<file path="src/rtl/conv_kxk_mac_if.sv">
// Handshake bundle for conv_kxk_mac: window/weight/bias input channel and result output channel.
interface conv_kxk_mac_if #(
  parameter int K      = 5,
  parameter int DATA_W = 9,
  parameter int BIAS_W = 9,
  parameter int ACC_W  = 24
);
  logic                     in_valid;
  logic                     in_ready;
  logic [K*K*DATA_W-1:0]    x_win;
  logic [K*K*DATA_W-1:0]    w_win;
  logic signed [BIAS_W-1:0] bias;
  logic                     out_valid;
  logic                     out_ready;
  logic signed [ACC_W-1:0]  out_data;
  logic                     out_row_last;

  modport master (
    output in_valid, x_win, w_win, bias, out_ready,
    input  in_ready, out_valid, out_data, out_row_last
  );

  modport slave (
    input  in_valid, x_win, w_win, bias, out_ready,
    output in_ready, out_valid, out_data, out_row_last
  );
endinterface

</file>
<file path="src/rtl/conv_kxk_mac.sv">
// KxK signed convolution window MAC: K row lanes in parallel, one column per cycle, bias add and
// row-padding window drop. Define CONV_KXK_RELU_EN to clamp negative totals to zero.
module conv_kxk_mac #(
  parameter int K         = 5,
  parameter int DATA_W    = 9,
  parameter int BIAS_W    = 9,
  parameter int ACC_W     = 24,
  parameter int ROW_WIN   = 32,
  parameter int VALID_WIN = 28
) (
  input  logic          clk,
  input  logic          rst,
  conv_kxk_mac_if.slave bus
);
  localparam int MIN_ACC_W = 2 * DATA_W + $clog2(K * K) + 1;
  localparam int COL_W     = $clog2(K);
  localparam int CNT_W     = $clog2(ROW_WIN + 1);
  localparam int ROW_BITS  = K * DATA_W;

  localparam logic [COL_W-1:0] COL_LAST      = COL_W'(K - 1);
  localparam logic [CNT_W-1:0] CNT_WRAP      = CNT_W'(ROW_WIN - 1);
  localparam logic [CNT_W-1:0] CNT_EMIT      = CNT_W'(VALID_WIN);
  localparam logic [CNT_W-1:0] CNT_LAST_EMIT = CNT_W'(VALID_WIN - 1);

  generate
    if (K < 2 || K > 8) begin : g_bad_k
      $error("conv_kxk_mac: K must be within 2..8");
    end
    if (ACC_W < MIN_ACC_W) begin : g_bad_acc_w
      $error("conv_kxk_mac: ACC_W too narrow for exact accumulation");
    end
    if (VALID_WIN < 1 || VALID_WIN > ROW_WIN) begin : g_bad_valid_win
      $error("conv_kxk_mac: VALID_WIN must be within 1..ROW_WIN");
    end
  endgenerate

  typedef enum logic [1:0] {IDLE, MAC, SUM, OUT} state_t;

  state_t                   state;
  state_t                   next_state;
  logic signed [DATA_W-1:0] x_pix [K][K];
  logic signed [DATA_W-1:0] w_pix [K][K];
  logic signed [BIAS_W-1:0] bias_q;
  logic signed [ACC_W-1:0]  acc   [K];
  logic signed [ACC_W-1:0]  prod  [K];
  logic signed [ACC_W-1:0]  total;
  logic signed [ACC_W-1:0]  result;
  logic signed [ACC_W-1:0]  out_data_q;
  logic [COL_W-1:0]         col;
  logic [CNT_W-1:0]         win_cnt;
  logic                     in_ready_q;
  logic                     out_valid_q;
  logic                     out_row_last_q;
  logic                     accept;
  logic                     emit;

  // in_ready_q is registered, so it is only ever high while the FSM sits in IDLE
  assign accept = bus.in_valid && in_ready_q;
  assign emit   = (win_cnt < CNT_EMIT);

  assign bus.in_ready     = in_ready_q;
  assign bus.out_valid    = out_valid_q;
  assign bus.out_data     = out_data_q;
  assign bus.out_row_last = out_row_last_q;

  always_comb begin
    for (int r = 0; r < K; r++) begin
      prod[r] = ACC_W'(x_pix[r][col]) * ACC_W'(w_pix[r][col]);
    end
  end

  always_comb begin
    total = ACC_W'(bias_q);
    for (int r = 0; r < K; r++) begin
      total = total + acc[r];
    end
`ifdef CONV_KXK_RELU_EN
    result = total[ACC_W-1] ? '0 : total;
`else
    result = total;
`endif
  end

  always_ff @(posedge clk) begin
    if (rst) begin
      state <= IDLE;
    end else begin
      state <= next_state;
    end
  end

  always_comb begin
    next_state = state;
    case (state)
      IDLE:    if (accept) next_state = MAC;
      MAC:     if (col == COL_LAST) next_state = SUM;
      SUM:     next_state = emit ? OUT : IDLE;
      OUT:     if (bus.out_ready) next_state = IDLE;
      default: next_state = IDLE;
    endcase
  end

  // Window capture, lane accumulation, row-position counting and the output register
  always_ff @(posedge clk) begin
    if (rst) begin
      in_ready_q     <= 1'b0;
      out_valid_q    <= 1'b0;
      out_row_last_q <= 1'b0;
      out_data_q     <= '0;
      win_cnt        <= '0;
      col            <= '0;
      for (int r = 0; r < K; r++) begin
        acc[r] <= '0;
      end
    end else begin
      in_ready_q <= (next_state == IDLE);
      case (state)
        IDLE: begin
          if (accept) begin
            for (int r = 0; r < K; r++) begin
              for (int c = 0; c < K; c++) begin
                x_pix[r][c] <= bus.x_win[(K - r) * ROW_BITS - c * DATA_W - 1 -: DATA_W];
                w_pix[r][c] <= bus.w_win[(K - r) * ROW_BITS - c * DATA_W - 1 -: DATA_W];
              end
              acc[r] <= '0;
            end
            bias_q <= bus.bias;
            col    <= '0;
          end
        end
        MAC: begin
          for (int r = 0; r < K; r++) begin
            acc[r] <= acc[r] + prod[r];
          end
          col <= (col == COL_LAST) ? '0 : col + COL_W'(1);
        end
        SUM: begin
          win_cnt <= (win_cnt == CNT_WRAP) ? '0 : win_cnt + CNT_W'(1);
          if (emit) begin
            out_data_q     <= result;
            out_valid_q    <= 1'b1;
            out_row_last_q <= (win_cnt == CNT_LAST_EMIT);
          end
        end
        OUT: begin
          if (bus.out_ready) begin
            out_valid_q    <= 1'b0;
            out_row_last_q <= 1'b0;
          end
        end
        default: ;
      endcase
    end
  end
endmodule

</file>
<file path="src/flat_wrapper.sv">
// flat-port wrapper written by rule: the top's interface ports become plain ports
module conv_kxk_mac_flat 
#(
  parameter int K         = 5,
  parameter int DATA_W    = 9,
  parameter int BIAS_W    = 9,
  parameter int ACC_W     = 24,
  parameter int ROW_WIN   = 32,
  parameter int VALID_WIN = 28
)
  (clk, rst, bus_in_valid, bus_x_win, bus_w_win, bus_bias, bus_out_ready, bus_in_ready, bus_out_valid, bus_out_data, bus_out_row_last);
  conv_kxk_mac_if #(.K(K), .DATA_W(DATA_W), .BIAS_W(BIAS_W), .ACC_W(ACC_W)) bus_i ();
  input  logic clk;
  input  logic rst;
  input wire logic [$bits(bus_i.in_valid)-1:0] bus_in_valid;
  input wire logic [$bits(bus_i.x_win)-1:0] bus_x_win;
  input wire logic [$bits(bus_i.w_win)-1:0] bus_w_win;
  input wire logic [$bits(bus_i.bias)-1:0] bus_bias;
  input wire logic [$bits(bus_i.out_ready)-1:0] bus_out_ready;
  output wire logic [$bits(bus_i.in_ready)-1:0] bus_in_ready;
  output wire logic [$bits(bus_i.out_valid)-1:0] bus_out_valid;
  output wire logic [$bits(bus_i.out_data)-1:0] bus_out_data;
  output wire logic [$bits(bus_i.out_row_last)-1:0] bus_out_row_last;
  assign bus_i.in_valid = bus_in_valid;
  assign bus_i.x_win = bus_x_win;
  assign bus_i.w_win = bus_w_win;
  assign bus_i.bias = bus_bias;
  assign bus_i.out_ready = bus_out_ready;
  assign bus_in_ready = bus_i.in_ready;
  assign bus_out_valid = bus_i.out_valid;
  assign bus_out_data = bus_i.out_data;
  assign bus_out_row_last = bus_i.out_row_last;
  conv_kxk_mac #(.K(K), .DATA_W(DATA_W), .BIAS_W(BIAS_W), .ACC_W(ACC_W), .ROW_WIN(ROW_WIN), .VALID_WIN(VALID_WIN)) u_core (.clk(clk), .rst(rst), .bus(bus_i));
endmodule
</file>
<file path="config.mk">
export PLATFORM = sky130hd
export DESIGN_NAME = conv_kxk_mac_flat
export DESIGN_NICKNAME = d
export VERILOG_FILES = /design/src/rtl/conv_kxk_mac_if.sv /design/src/rtl/conv_kxk_mac.sv /design/src/flat_wrapper.sv
export SDC_FILE = /design/constraint.sdc
export NUM_CORES = 2
export LEC_CHECK = 0
export ABC_AREA = 1
export BUFFER_PORTS_ARGS = -buffer_cell sky130_fd_sc_hd__buf_2
export CELL_PAD_IN_SITES_DETAIL_PLACEMENT = 0
export CELL_PAD_IN_SITES_GLOBAL_PLACEMENT = 1
export CORE_ASPECT_RATIO = 0.75
export CORE_UTILIZATION = 29
export DETAILED_ROUTE_END_ITERATION = 10
export GPL_TIMING_DRIVEN = 0
export PLACE_DENSITY_LB_ADDON = 0.1
export SYNTH_ARGS = -nofsm -noshare
export SYNTH_HDL_FRONTEND = slang
export SYNTH_SLANG_ARGS = --single-unit
</file>
<file path="constraint.sdc">
create_clock -name clk -period 52.8 [get_ports clk]
set_input_delay 10.56 -clock clk [delete_from_list [all_inputs] [get_ports clk]]
set_output_delay 10.56 -clock clk [all_outputs]
set_load 0.1 [all_outputs]
</file>
==> impl_metrics.ini <==
[yosys]
ys_seq_area_share_pct = 36.68
async_flop_share_pct = 0
synth_edf_count = 579
postSynthCellCount = 5220
synth_cell_types = 51
synth_area_per_cell_um2 = 9.478
synth_warnings = 0
ys.flop_type = edfxtp_1
synth_nets = 6464
netlist_area_mm2 = 0.04948
synth-seq-cells = 617

[floorplan]
core_area_mm2 = 0.1685
die_h_um = 359.7
initial_core_util_pct = 29.36
ios = 490
rows = 130
chipWidth_um = 478.9
die-area_mm2 = 0.1723

[routing]
ant_nets = 0
drt_first_pass_iters = 6
drt_iter0_drc = 2586
drc = 0
via_count = 38130
wl_um = 178400
wl_per_cell_um = 21.93
via_per_inst = 4.688

[place]
post-place-ws_ns = 39.55
portBuffers = 489
placed_cells = 7971
gp_congestion = 0.8689
place_hpwl_um = 148000

[sta]
fmax_mhz = 79.76
min_period_over_period_pct = 23.75
finalClockSkew_ns = 0.05248
drv_slew = 0
timing.setup.tns_ns = 0
rsz0062_at_grt = false
max_slew_margin_pct = 9.764
min_period_ns = 12.54
setup_viol = 0
worst_slack_ns = 40.26
finalHoldViolations = 0
worst_pin_slew_ns = 1.354

[layout]
fin_cells = 8135
nets = 7049
multi_input_area_mm2 = 0.02676
area_growth_pct = 16.57
regArea_mm2 = 0.01815
nFillCells = 17650
drive_gt1_share_pct = 14.20
final_cell_mix = inv_1, nand2_1, edfxtp_1

[critical_path]
cp_slowest_stage_delay_ns = 0.45
crit_family = buffers and inverters
cp_cell_sequence = buf_2 -> nand4_1 -> nor2_4 -> buf_12 -> buf_12 -> buf_12 -> buf_12 -> buf_16 -> buf_12
end_kind = register
path_buf_inv = 7
worstRegToRegCells = 27
path_max_fanout = 30
cp.depth = 9
crit_arrival_ns = 12.92
crit_type = in -> reg
crit_top_cell = buf_12
crit_slowest_cell = nand4_1
critPathLaunchType = input pin
cp.required_ns = 53.18

[cts]
cts_resized = 0
clockBufferDepth = 3
htree_levels = 3
path_clk_slew_ns = 0.06
cts_hold_buf = 0
clock_latency_ns = 0.72
cts_sinks = 617
post-cts-setup-buffers = 0
cts-root-buf = clkbuf_16
cts_tree = built
numCtsBuffers = 76

[global_routing]
antenna_found_initial = 73
gr-total-overflow = 0
grt.total_usage_pct = 20.76
grt_max_degree = 48
first_global_vias = 39380
grt_pass1_wl_um = 260500

[worst_hold_path]
holdPathStages = 2
min_path_type = reg -> reg

[run]
max_cap_violations = 0

[run_status]
status = completed
## final timing paths
check / slack, ns / to / startpoint
max: 40.26 / u_core.x_pix[2][33] / bus_in_valid
min: 0.46 / u_core.bus.out_valid / u_core.bus.out_valid
max reg2reg: 44.40 / u_core.acc[0][18] / u_core.col[0]
min reg2reg: 0.46 / u_core.bus.out_valid / u_core.bus.out_valid
## layer usage
metal	wire, um	global-route usage, %	vias up	share of wire (%)
li1	-	-	18240	-
met1	81980	28.44	18670	46
met2	81930	33.62	980	46
met3	9495	3.336	237	5.3
met4	4935	5.863	6	2.8
met5	37	0	-	0.021
## tightest hold or removal path: stages, from the launching register on
cell,delay (ns)
dfxtp_1,0.31
nand2_1,0.06
a21oi_1,0.05
## per-stage QoR
step | instance area [um2] | utilization [%] | hold slack (ns)
after floorplan | 49480 | - | 0.4652
after global placement | 54730 | 32.48 | 0.4575
after detailed placement | 55140 | 32.72 | 0.4560
after CTS | 57580 | 34.17 | 0.4653
after global routing | 57640 | 34.21 | 0.4955
final | 57680 | 34.23 | 0.4648
## flip-flops by register name, summed over array words and instances, names as in the netlist
name,flops
u_core.w_pix,225
u_core.x_pix,225
u_core.acc,120
u_core.bus.out_data,24
u_core.bias_q,9
u_core.win_cnt,6
u_core.col,3
u_core.state,2
u_core.bus.in_ready,1
u_core.bus.out_row_last,1
u_core.bus.out_valid,1
## cell usage after synthesis (12+ instances only)
cell type  instances  share of area [%]
inv_1           1040                7.9
nand2_1         1040                7.9
edfxtp_1         579                 35
a21oi_1          466                4.7
fa_1             446                 18
ha_1             335                8.5
nor2_1           318                2.4
o21ai_0          181                1.8
nand3_1          141                1.4
a221o_1           90                1.8
o21ai_4           55                1.8
buf_2             51               0.52
xor2_1            48               0.85
xnor2_1           39               0.69
dfxtp_1           38                1.5
a21o_1            37               0.56
o21ai_2           36               0.64
nand4_1           35               0.44
nor3_1            26               0.26
o21a_1            26               0.39
inv_2             23               0.17
clkbuf_1          19               0.14
buf_6             15               0.34
nand2_2           13               0.16
o21bai_1          13               0.20
o211ai_1          12               0.18
## kinds of logic after synthesis
group / share of synthesized area [%]
AND/OR/NAND/NOR: 13.35
XOR/XNOR: 1.540
adder cells (fa/ha/maj): 26.52
flip-flops: 36.68
buffers and inverters: 9.273
AO/OA/AOI/OAI: 12.64
## area by class of cell
| class | instances | share of cell area (%) |
|---|---|---|
| multi-input combinational | 3439 | 46.40 |
| sequential | 617 | 31.46 |
| inverter | 1064 | 6.927 |
| timing repair buffer | 507 | 4.920 |
| tap | 2244 | 4.868 |
| clock buffer | 92 | 3.419 |
| buffer | 100 | 1.028 |
| clock inverter | 35 | 0.8157 |
| antenna | 37 | 0.1605 |
Power is not shown: default switching activity piles up to over one toggle a cycle in this logic, so the estimate is an artifact.
